<file path="config.mk">
export PLATFORM = sky130hd
export DESIGN_NAME = nand_test_sequencer
export DESIGN_NICKNAME = d
export VERILOG_FILES = /design/src/rtl/nand_test_sequencer.sv
export SDC_FILE = /design/constraint.sdc
export NUM_CORES = 1
export LEC_CHECK = 0
export ABC_AREA = 1
export BUFFER_PORTS_ARGS = -buffer_cell sky130_fd_sc_hd__buf_4
export CORE_MARGIN = 3
export CORE_UTILIZATION = 53
export CTS_CLUSTER_SIZE = 30
export DETAILED_ROUTE_END_ITERATION = 8
export PLACE_DENSITY = 0.76
export SYNTH_ARGS = -nofsm -noshare
export SYNTH_HDL_FRONTEND = slang
export SYNTH_SLANG_ARGS = --single-unit
</file>
<file path="constraint.sdc">
create_clock -name clk -period 1.7 [get_ports clk]
set_clock_uncertainty 0.05 [all_clocks]
set_input_delay 0.34 -clock clk [delete_from_list [all_inputs] [get_ports clk]]
set_output_delay 0.34 -clock clk [all_outputs]
set_load 0.05 [all_outputs]
</file>
<file path="src/rtl/nand_test_sequencer.sv">
// -----------------------------------------------------------------------------
// nand_test_sequencer
//
// In-system exerciser for a two-input NAND gate. During a run it owns the
// gate's A/B inputs, walks them through the combinations 00, 01, 10, 11,
// holds each one for SETTLE_CYCLES, samples the gate output and compares it
// with the NAND truth table. PASSES complete sweeps make up one run.
// Failures are collected into a sticky per-combination mask and a saturating
// count, and a start/done handshake reports the result to the surrounding
// test logic.
//
// Parameters
//   SETTLE_CYCLES  hold time per combination before sampling (1..255)
//   PASSES         full four-combination sweeps per run        (1..255)
//
// Ports
//   clk         in   clock, rising-edge
//   rst_n       in   asynchronous active-low reset
//   start       in   single-cycle run request, honoured only when idle
//   abort       in   terminate the run, honoured in any state
//   gate_o      in   output of the NAND gate under test
//   drv_a       out  drives gate input A
//   drv_b       out  drives gate input B
//   cur_combo   out  combination index currently driven, {drv_a,drv_b}
//   busy        out  run in progress
//   done        out  one-cycle completion pulse
//   pass        out  last completed run had zero failures
//   fail_mask   out  sticky per-combination failure flags
//   fail_count  out  failing samples, saturating at 255
// -----------------------------------------------------------------------------
module nand_test_sequencer #(
  parameter int unsigned SETTLE_CYCLES = 2,
  parameter int unsigned PASSES        = 2
) (
  input  logic       clk,
  input  logic       rst_n,
  input  logic       start,
  input  logic       abort,
  input  logic       gate_o,
  output logic       drv_a,
  output logic       drv_b,
  output logic [1:0] cur_combo,
  output logic       busy,
  output logic       done,
  output logic       pass,
  output logic [3:0] fail_mask,
  output logic [7:0] fail_count
);

  localparam logic [7:0] SETTLE_RELOAD = 8'(SETTLE_CYCLES - 1);
  localparam logic [7:0] LAST_PASS     = 8'(PASSES - 1);

  typedef enum logic [1:0] {
    ST_IDLE,
    ST_SETTLE,
    ST_SAMPLE,
    ST_DONE
  } state_t;

  state_t     r_state;
  state_t     w_state_next;

  logic [7:0] r_settle_cnt;
  logic [7:0] r_pass_cnt;
  logic [1:0] r_combo;
  logic [3:0] r_fail_mask;
  logic [7:0] r_fail_count;
  logic       r_pass;

  logic       w_start;
  logic       w_expected;
  logic       w_mismatch;
  logic       w_last_sample;

  assign w_start       = start & ~abort & (r_state == ST_IDLE);
  assign w_expected    = ~(r_combo[1] & r_combo[0]);
  assign w_mismatch    = gate_o ^ w_expected;
  assign w_last_sample = (r_combo == 2'd3) && (r_pass_cnt == LAST_PASS);

  // State register.
  // NOTE: clocked state uses non-blocking assignments so every register
  // samples pre-edge values regardless of statement order.
  always_ff @(posedge clk or negedge rst_n) begin
    if (!rst_n) begin
      r_state <= ST_IDLE;
    end else begin
      r_state <= w_state_next;
    end
  end

  // Next-state logic. abort overrides everything, including a start in IDLE.
  // NOTE: the default assignment at the top keeps this block free of
  // inferred latches on paths that do not assign w_state_next.
  always_comb begin
    w_state_next = r_state;
    if (abort) begin
      w_state_next = ST_IDLE;
    end else begin
      case (r_state)
        ST_IDLE:   if (start) w_state_next = ST_SETTLE;
        ST_SETTLE: if (r_settle_cnt == 8'd0) w_state_next = ST_SAMPLE;
        ST_SAMPLE: w_state_next = w_last_sample ? ST_DONE : ST_SETTLE;
        ST_DONE:   w_state_next = ST_IDLE;
        default:   w_state_next = ST_IDLE;
      endcase
    end
  end

  // Output decode. Outside SETTLE/SAMPLE the gate inputs are parked at 0,
  // which also covers DONE, abort and reset.
  always_comb begin
    busy  = (r_state == ST_SETTLE) || (r_state == ST_SAMPLE);
    done  = (r_state == ST_DONE);
    drv_a = busy & r_combo[1];
    drv_b = busy & r_combo[0];
  end

  assign cur_combo  = r_combo;
  assign pass       = r_pass;
  assign fail_mask  = r_fail_mask;
  assign fail_count = r_fail_count;

  // Sequencing counters and result accumulation.
  always_ff @(posedge clk or negedge rst_n) begin
    if (!rst_n) begin
      r_settle_cnt <= '0;
      r_pass_cnt   <= '0;
      r_combo      <= '0;
      r_fail_mask  <= '0;
      r_fail_count <= '0;
      r_pass       <= 1'b0;
    end else if (abort) begin
      // Partial mask/count are kept for diagnosis; only the verdict drops.
      r_pass <= 1'b0;
    end else begin
      case (r_state)
        ST_IDLE: begin
          if (w_start) begin
            r_fail_mask  <= '0;
            r_fail_count <= '0;
            r_pass       <= 1'b0;
            r_combo      <= 2'd0;
            r_pass_cnt   <= 8'd0;
            r_settle_cnt <= SETTLE_RELOAD;
          end
        end
        ST_SETTLE: begin
          if (r_settle_cnt != 8'd0) r_settle_cnt <= r_settle_cnt - 8'd1;
        end
        ST_SAMPLE: begin
          if (w_mismatch) begin
            r_fail_mask[r_combo] <= 1'b1;
            if (r_fail_count != 8'hFF) r_fail_count <= r_fail_count + 8'd1;
          end
          if (w_last_sample) begin
            // Verdict must include the sample being taken on this edge.
            r_pass <= ~w_mismatch & (r_fail_count == 8'd0);
          end else begin
            r_combo      <= r_combo + 2'd1;
            r_settle_cnt <= SETTLE_RELOAD;
            if (r_combo == 2'd3) r_pass_cnt <= r_pass_cnt + 8'd1;
          end
        end
        default: ;
      endcase
    end
  end

endmodule

</file>
==> metrics.txt, run 1 <==
status=finished with violations; failing checks=setup timing; setup violators final=2; Reg2Reg Capture Point=fail_count[4]; core area=3800 um^2; NetSw=2.01 mW; Synth Net Count=327; CP arrival=1.33 ns; Worst-Margin Slew=0.437 ns; share of cells above drive strength 1=0.232; DRT antenna net count=0; Fill cells=279; final total power=4.22 mW; Synth Instances=307; die outline height=70.0 um; via/cell ratio=5.16; Worst path max stage delay=0.39 ns; RD Place Congestion=0.810; Syn Std Cell Area=2170 um^2; switching share of power=0.478; Worst Hold Path Cells=6; Clock Tree Buf Depth=2; CTS clk-pin slew, worst paths=0.07 ns; vias=2,048; WL/cell=12.8 um; Slew HR=0.708; Sequential Power Share=0.265; fmax=0.583 GHz; I/O pins=24; DRT iter0 DRCs=155; Max-Cap Viols=0; GRT Resource Usage Total=0.208; sequential cell area fraction in the yosys report=0.380; top layer reached by signal wires=met4; H-tree depth=2; critical path type=register to output pin; Power Dens Cells=1530 nW/um^2; drt first pass iters=4; Synth Area in Adders=0.0864; Met3 Wirelength=227 um; Hold Crit Endpoint=pass; Finished Layout Cells=397; compound-cell area share of the yosys netlist=0.0876; fin nets=368; worst r2r path cells=9; DRC=0; RSZ-0062 raised after global routing=true; initial antenna violation count=0; Crit path required time=1.31 ns; Synth cell types=26; clock sinks=33; multiplexer area fraction after synthesis=0; internal power=2.20 mW; first-pass GRT wire length=8.32 mm; die area=4900 um^2; Hold Crit Start=gate_o; FF-to-FF Start=r_state[1]; HP Class=primary input to register; clk root buf=clkbuf_8; PortBufs=23; # diodes=0; final worst setup slack=-0.0154 ns; Slowest cell on crit path=dfrtp_1; count of final max-slew check failures=0; critical path, cell by cell=inv_2 > ha_4 > nand2_4 > clkinvlp_4 > buf_8; YS warnings=0; Mean Syn Cell Area=7.08 um^2; final hold viol count=0; Clock power frac=0.157; Inst Count DP=384; Rows=22; largest net degree at the start of global routing=34; die width=70.0 um; initial core utilization=0.572; VDD IR-drop max=1110 uV; cts bufs inserted=5; Tmin final=1.72 ns; routed wire length=5.09 mm; FF+latch count, synth=33; vias in the first global route=1,946; xor and xnor fraction of the mapped netlist area=0.0161; CP Launch Type=register; Clk Latency, worst-skew pair=0.29 ns; fin crit share=1.01; area delta synth->final=26.8%; metal2 WL=2.50 mm; largest family of logic cells by synthesized area=simple AND/OR/NAND/NOR gates; Logic pwr share=0.577; leakage power=1.38 nW; CP Max Fanout=3; CTS tree=built; wire length on met1=2.28 mm; Detailed Place HPWL=3.47 mm; simple-gate portion of the synthesized area=0.324; flop-to-flop setup slack=0 ns; GRT overflow=0; CP Capture Type=output pin
[cell families after synthesis]
logic type               count (synthesis)
flip-flops                              33
AND/OR/NAND/NOR                        164
AO/OA/AOI/OAI                           35
adder cells (fa/ha/maj)                 15
buffers and inverters                   56
XOR/XNOR                                 4
[flip-flops by register name, indices dropped and copies added (netlist names)]
| register | cells |
|---|---|
| fail_mask | 4 |
| r_settle_cnt | 8 |
| r_pass_cnt | 8 |
| r_state | 2 |
| cur_combo | 2 |
| pass | 1 |
| fail_count | 8 |
[layout make-up]
cell class	count	area (um^2)	area share
Inverter	50	195	0.0709
Clock inverter	1	5.00	0.00182
Multi-Input combinational cell	219	1240	0.451
Tap cell	48	60.1	0.0218
Timing Repair Buffer	39	325	0.118
Sequential cell	33	831	0.302
Clock buffer	7	96.3	0.0350
[per-layer routing]
| metal | GRT usage | up-vias |
|---|---|---|
| met5 | 0 | - |
| met4 | 0.0787 | 0 |
| met3 | 0.0475 | 7 |
| met2 | 0.343 | 47 |
| met1 | 0.265 | 947 |
| li1 | - | 1047 |
[through the flow]
stage | TNS (ns) | util | setup WS [ns] | instance area [um^2] | hold WS, ns
floorplan | 0 | - | 0.00334 | 2190 | -0.00559
global placement | 0 | 0.650 | 0.0409 | 2470 | 0.266
detailed placement | -0.0995 | 0.650 | -0.0304 | 2470 | 0.266
CTS | -0.0185 | 0.699 | -0.0185 | 2650 | 0.414
global route | -1.45 | 0.725 | -0.0843 | 2750 | 0.459
finish | -0.0272 | 0.725 | -0.0154 | 2750 | 0.434
[how the worst max path moves through the flow]
stage          slack (ns)        from               to  depth (start not counted)
2_1_floorplan       0.003  r_state[0]            drv_b                          4
3_3_place_gp         0.04  r_state[1]  r_settle_cnt[1]                          8
3_5_place_dp        -0.03  r_state[0]  r_settle_cnt[0]                          9
4_1_cts             -0.02  r_state[0]            drv_b                          5
5_1_grt             -0.08  r_state[1]    fail_count[7]                          9
6_report            -0.02  r_state[0]            drv_a                          5
[what timing repair did]
action                                  4_1_cts  5_1_grt
resized for setup                            14       22
cloned                                        0        1
hold endpoints to repair                     33        0
hold buffers                                  1        0
pin swaps                                     2        8
buffers inserted                              3        0
endpoints found under the setup margin       12       35
[layout by cell type, fill, tap and decap left out, types with 4 or more instances in the layout]
master / synthesis / layout
nor2_2: 1 / 4
nand2_1: 95 / 91
buf_6: 1 / 4
inv_1: 50 / 46
a21oi_2: 0 / 4
nor2_1: 27 / 23
buf_4: 3 / 32
dfrtp_1: 33 / 29
nand3_1: 25 / 24
nand4_1: 6 / 6
o21ai_1: 6 / 7
o21ai_0: 19 / 18
dfrtp_2: 0 / 4
ha_1: 15 / 11
clkbuf_8: 0 / 7
[synthesized netlist by cell type]
library cell | count | area, um^2
o21ai_1 | 6 | 30.0
clkbuf_1 | 1 | 3.75
ha_1 | 15 | 188
nand3_2 | 3 | 30.0
buf_2 | 1 | 5.00
or2_2 | 1 | 6.26
buf_6 | 1 | 11.3
nor2_4 | 1 | 11.3
xnor2_1 | 2 | 17.5
nand4_1 | 6 | 37.5
o21ai_2 | 2 | 17.5
inv_1 | 50 | 188
a21oi_1 | 5 | 25.0
nand3b_1 | 1 | 7.51
nor2_1 | 27 | 101
dfrtp_1 | 33 | 826
buf_4 | 3 | 22.5
xor2_1 | 2 | 17.5
o21bai_1 | 2 | 15.0
o211ai_1 | 1 | 7.51
nand3_1 | 25 | 125
nand2_1 | 95 | 357
o21ai_0 | 19 | 95.1
nor3_1 | 3 | 15.0
nor2_2 | 1 | 6.26
nand2_2 | 1 | 6.26
[worst max-delay path: cells and delay by family, from the launching register on]
family	cells	cell delay, ns
flip-flops	1	0.39
buffers and inverters	3	0.35
adder cells (fa/ha/maj)	1	0.24
AND/OR/NAND/NOR	1	0.07
[power by group through the flow]
stage          clock [mW]  sequential, mW  combinational (mW)
2_1_floorplan           0            1.32                1.32
3_3_place_gp            0            1.13                2.01
3_5_place_dp            0            1.13                2.06
4_1_cts             0.677            1.11                2.23
5_1_grt             0.709            1.14                2.68
6_report            0.663            1.12                2.43
(Power assumes the default switching activity.)
==> inputs of run 2 (changes only) <==
--- a/config.mk
+++ b/config.mk
@@ -7,11 +7,12 @@
 export LEC_CHECK = 0
 export ABC_AREA = 1
 export BUFFER_PORTS_ARGS = -buffer_cell sky130_fd_sc_hd__buf_4
+export CAP_MARGIN = 20
 export CORE_MARGIN = 3
-export CORE_UTILIZATION = 53
+export CORE_UTILIZATION = 63
 export CTS_CLUSTER_SIZE = 30
 export DETAILED_ROUTE_END_ITERATION = 8
-export PLACE_DENSITY = 0.76
+export PLACE_DENSITY = 0.85
 export SYNTH_ARGS = -nofsm -noshare
 export SYNTH_HDL_FRONTEND = slang
 export SYNTH_SLANG_ARGS = --single-unit
==> constraint.sdc (replaced) <==
create_clock -name clk -period 2.15 [get_ports clk]
set_clock_uncertainty 0.05 [all_clocks]
set_input_delay 0.43 -clock clk [delete_from_list [all_inputs] [get_ports clk]]
set_output_delay 0.43 -clock clk [all_outputs]
set_load 0.05 [all_outputs]
==> run 2 against run 1 <==
Effect of this change: the run now ends clean; cell count down 4.8%; sequential share of layout area up 3.6 points; critical path depth unchanged; via count down 3.9%; hold slack better by 0.014 ns; cell area down 11%; global-route usage up 4.1 points; clock power down 38%; first-iteration DRC count up 5.8%; non-clock buffer count down 14; critical endpoint unchanged.
==> metrics.txt, run 2 (same netlist as run 1, synthesis figures left out) <==
HP Class=primary input to register; share of cells above drive strength 1=0.126 (-0.106); vias=1,969 (-3.9%); FF-to-FF Start=r_state[0]; area delta synth->final=12.7%; Clock power frac=0.147 (-0.010); Max-Cap Viols=0 (unchanged); initial core utilization=0.683 (+0.112); fin crit share=0.923; CP Max Fanout=5 (+2); Design Area, Final=2450 um^2 (-11%); Area after DPL=2360 um^2 (-4.2%); routed wire length=4.50 mm (-12%); critical path type=register to output pin; Setup Buffers After CTS=0 (-3); initial antenna violation count=0 (unchanged); CTS tree=built; CP delay by family, top=flip-flops; leakage power=1.29 nW (-6.7%); clk root buf=clkbuf_4; CTS clk-pin slew, worst paths=0.10 ns (+0.03 ns); pre-CTS WS=0.174 ns (+0.205 ns); DRT iter0 DRCs=164 (+5.8%); Slew HR=0.726 (+0.0180); WP depth=5 (unchanged); CP most frequent cell=inv_1; setup violators final=0 (-2); die outline height=64.7 um (-7.6%); Detailed Place HPWL=3.30 mm (-5.1%); vias in the first global route=1,914 (-1.6%); Finished Layout Cells=378 (-4.8%); WL/cell=11.9 um (-7.1%); Slowest cell on crit path=dfrtp_1; worst r2r path cells=9 (unchanged); post-layout util=0.770 (+0.0451); Sequential Power Share=0.321 (+0.056); Reg2Reg Capture Point=fail_count[5]; GRT Resource Usage Total=0.249 (+0.0409); multi-input logic area=1120 um^2 (-9.9%); Logic pwr share=0.532 (-0.045); Worst Setup SP=r_state[0]; Clk Latency, worst-skew pair=0.35 ns (+0.06 ns); CP arrival=1.50 ns (+0.17 ns); fin nets=353 (-4.1%); largest net degree at the start of global routing=34 (unchanged); Crit path required time=1.67 ns (+0.36 ns); cts bufs inserted=5 (unchanged); drt first pass iters=4 (unchanged); clock sinks=33 (unchanged); PortBufs=23 (unchanged); Tmin final=1.98 ns; RSZ-0062 raised after global routing=false; first-pass GRT wire length=8.18 mm (-1.7%); worst path bufs/invs=3 (unchanged); critical path, cell by cell=inv_1 > ha_1 > nand2_1 > inv_1 > buf_4; internal power=1.41 mW (-36%); flop-to-flop setup slack=0.28 ns (+0.28 ns); Rows=20 (-9.1%); CP Capture Type=output pin; crit path to=drv_a; core area=3180 um^2 (-16%); NetSw=1.39 mW (-31%); I/O pins=24 (unchanged); commonest cells after routing, fill and taps aside=nand2_1 (94), inv_1 (50), dfrtp_1 (33); Worst path max stage delay=0.43 ns (+0.04 ns); final worst setup slack=0.165 ns (+0.181 ns); GRT overflow=0 (unchanged); Clock Tree Buf Depth=2 (unchanged); # diodes=0 (unchanged); Worst-Margin Slew=0.410 ns (-0.0270 ns); VDD IR-drop max=1060 uV (-4.5%); storage element area=826 um^2 (-0.60%); setup TNS=0 ns (+0.0272 ns); Power Dens Cells=1140 nW/um^2 (-25%); via/cell ratio=5.21 (+0.98%); die width=64.7 um (-7.6%); Fill cells=253 (-9.3%); most common cell after layout, fill and taps aside=nand2_1; CP Launch Type=register; DRT antenna net count=0 (unchanged); fmax=0.504 GHz; final hold viol count=0 (unchanged); RD Place Congestion=0.871 (+7.6%); DRC=0 (unchanged); Min Hold Slack=0.448 ns (+0.0144 ns); H-tree depth=2 (unchanged); Inst Count DP=369 (-3.9%); count of final max-slew check failures=0 (unchanged); status=completed; final total power=2.80 mW (-34%); switching share of power=0.495 (+0.0178); die area=4190 um^2 (-15%)
## run 2: changes by cell type in the layout (fill, tap and decap cells not counted), sizes merged
cell and delta:
buf -14, clkinvlp -2, inv +2, nand3 -1
## run 2: worst min path at each step
stage	cells after the start	endpoint	start
floorplan	0	cur_combo[0]	rst_n
global placement	1	r_pass_cnt[2]	rst_n
detailed placement	1	r_pass_cnt[2]	rst_n
CTS	6	pass	gate_o
global route	2	pass	pass
finish	4	r_state[0]	abort
## run 2: what timing repair did
action | 4_1_cts | 5_1_grt
endpoints found under the hold margin | 33 | 0
gates resized for setup | 0 | 1
endpoints found under the setup margin | 0 | 3
hold buffers | 1 | 0
## run 2: cell type report
type	instances	area share
sequential	33	0.337
timing repair buffer	25	0.0777
clock buffer	7	0.0266
tap	44	0.0225
clock inverter	1	0.00204
inverter	50	0.0767
multi-input combinational	218	0.457
## run 2: layer usage
layer  global-route usage  share of wire  up-vias
met5                    0              0        -
met4                0.124          0.026        0
met3               0.0503          0.039       13
met2                0.404           0.47       44
met1                0.316           0.46      900
li1                     -              -     1012
## run 2: power by group through the flow
stage               Sequential, mW  Clock (mW)  Combinational, mW
floorplan                     1.04           0               1.03
global placement             0.903           0               1.45
detailed placement           0.910           0               1.47
CTS                          0.897       0.415               1.49
global route                 0.918       0.437               1.70
finish                       0.897       0.412               1.49
## run 2: worst min-delay path, stage by stage
cell	delay, ns
buf_4	0.08
inv_1	0.09
o21ai_0	0.09
o21ai_0	0.09
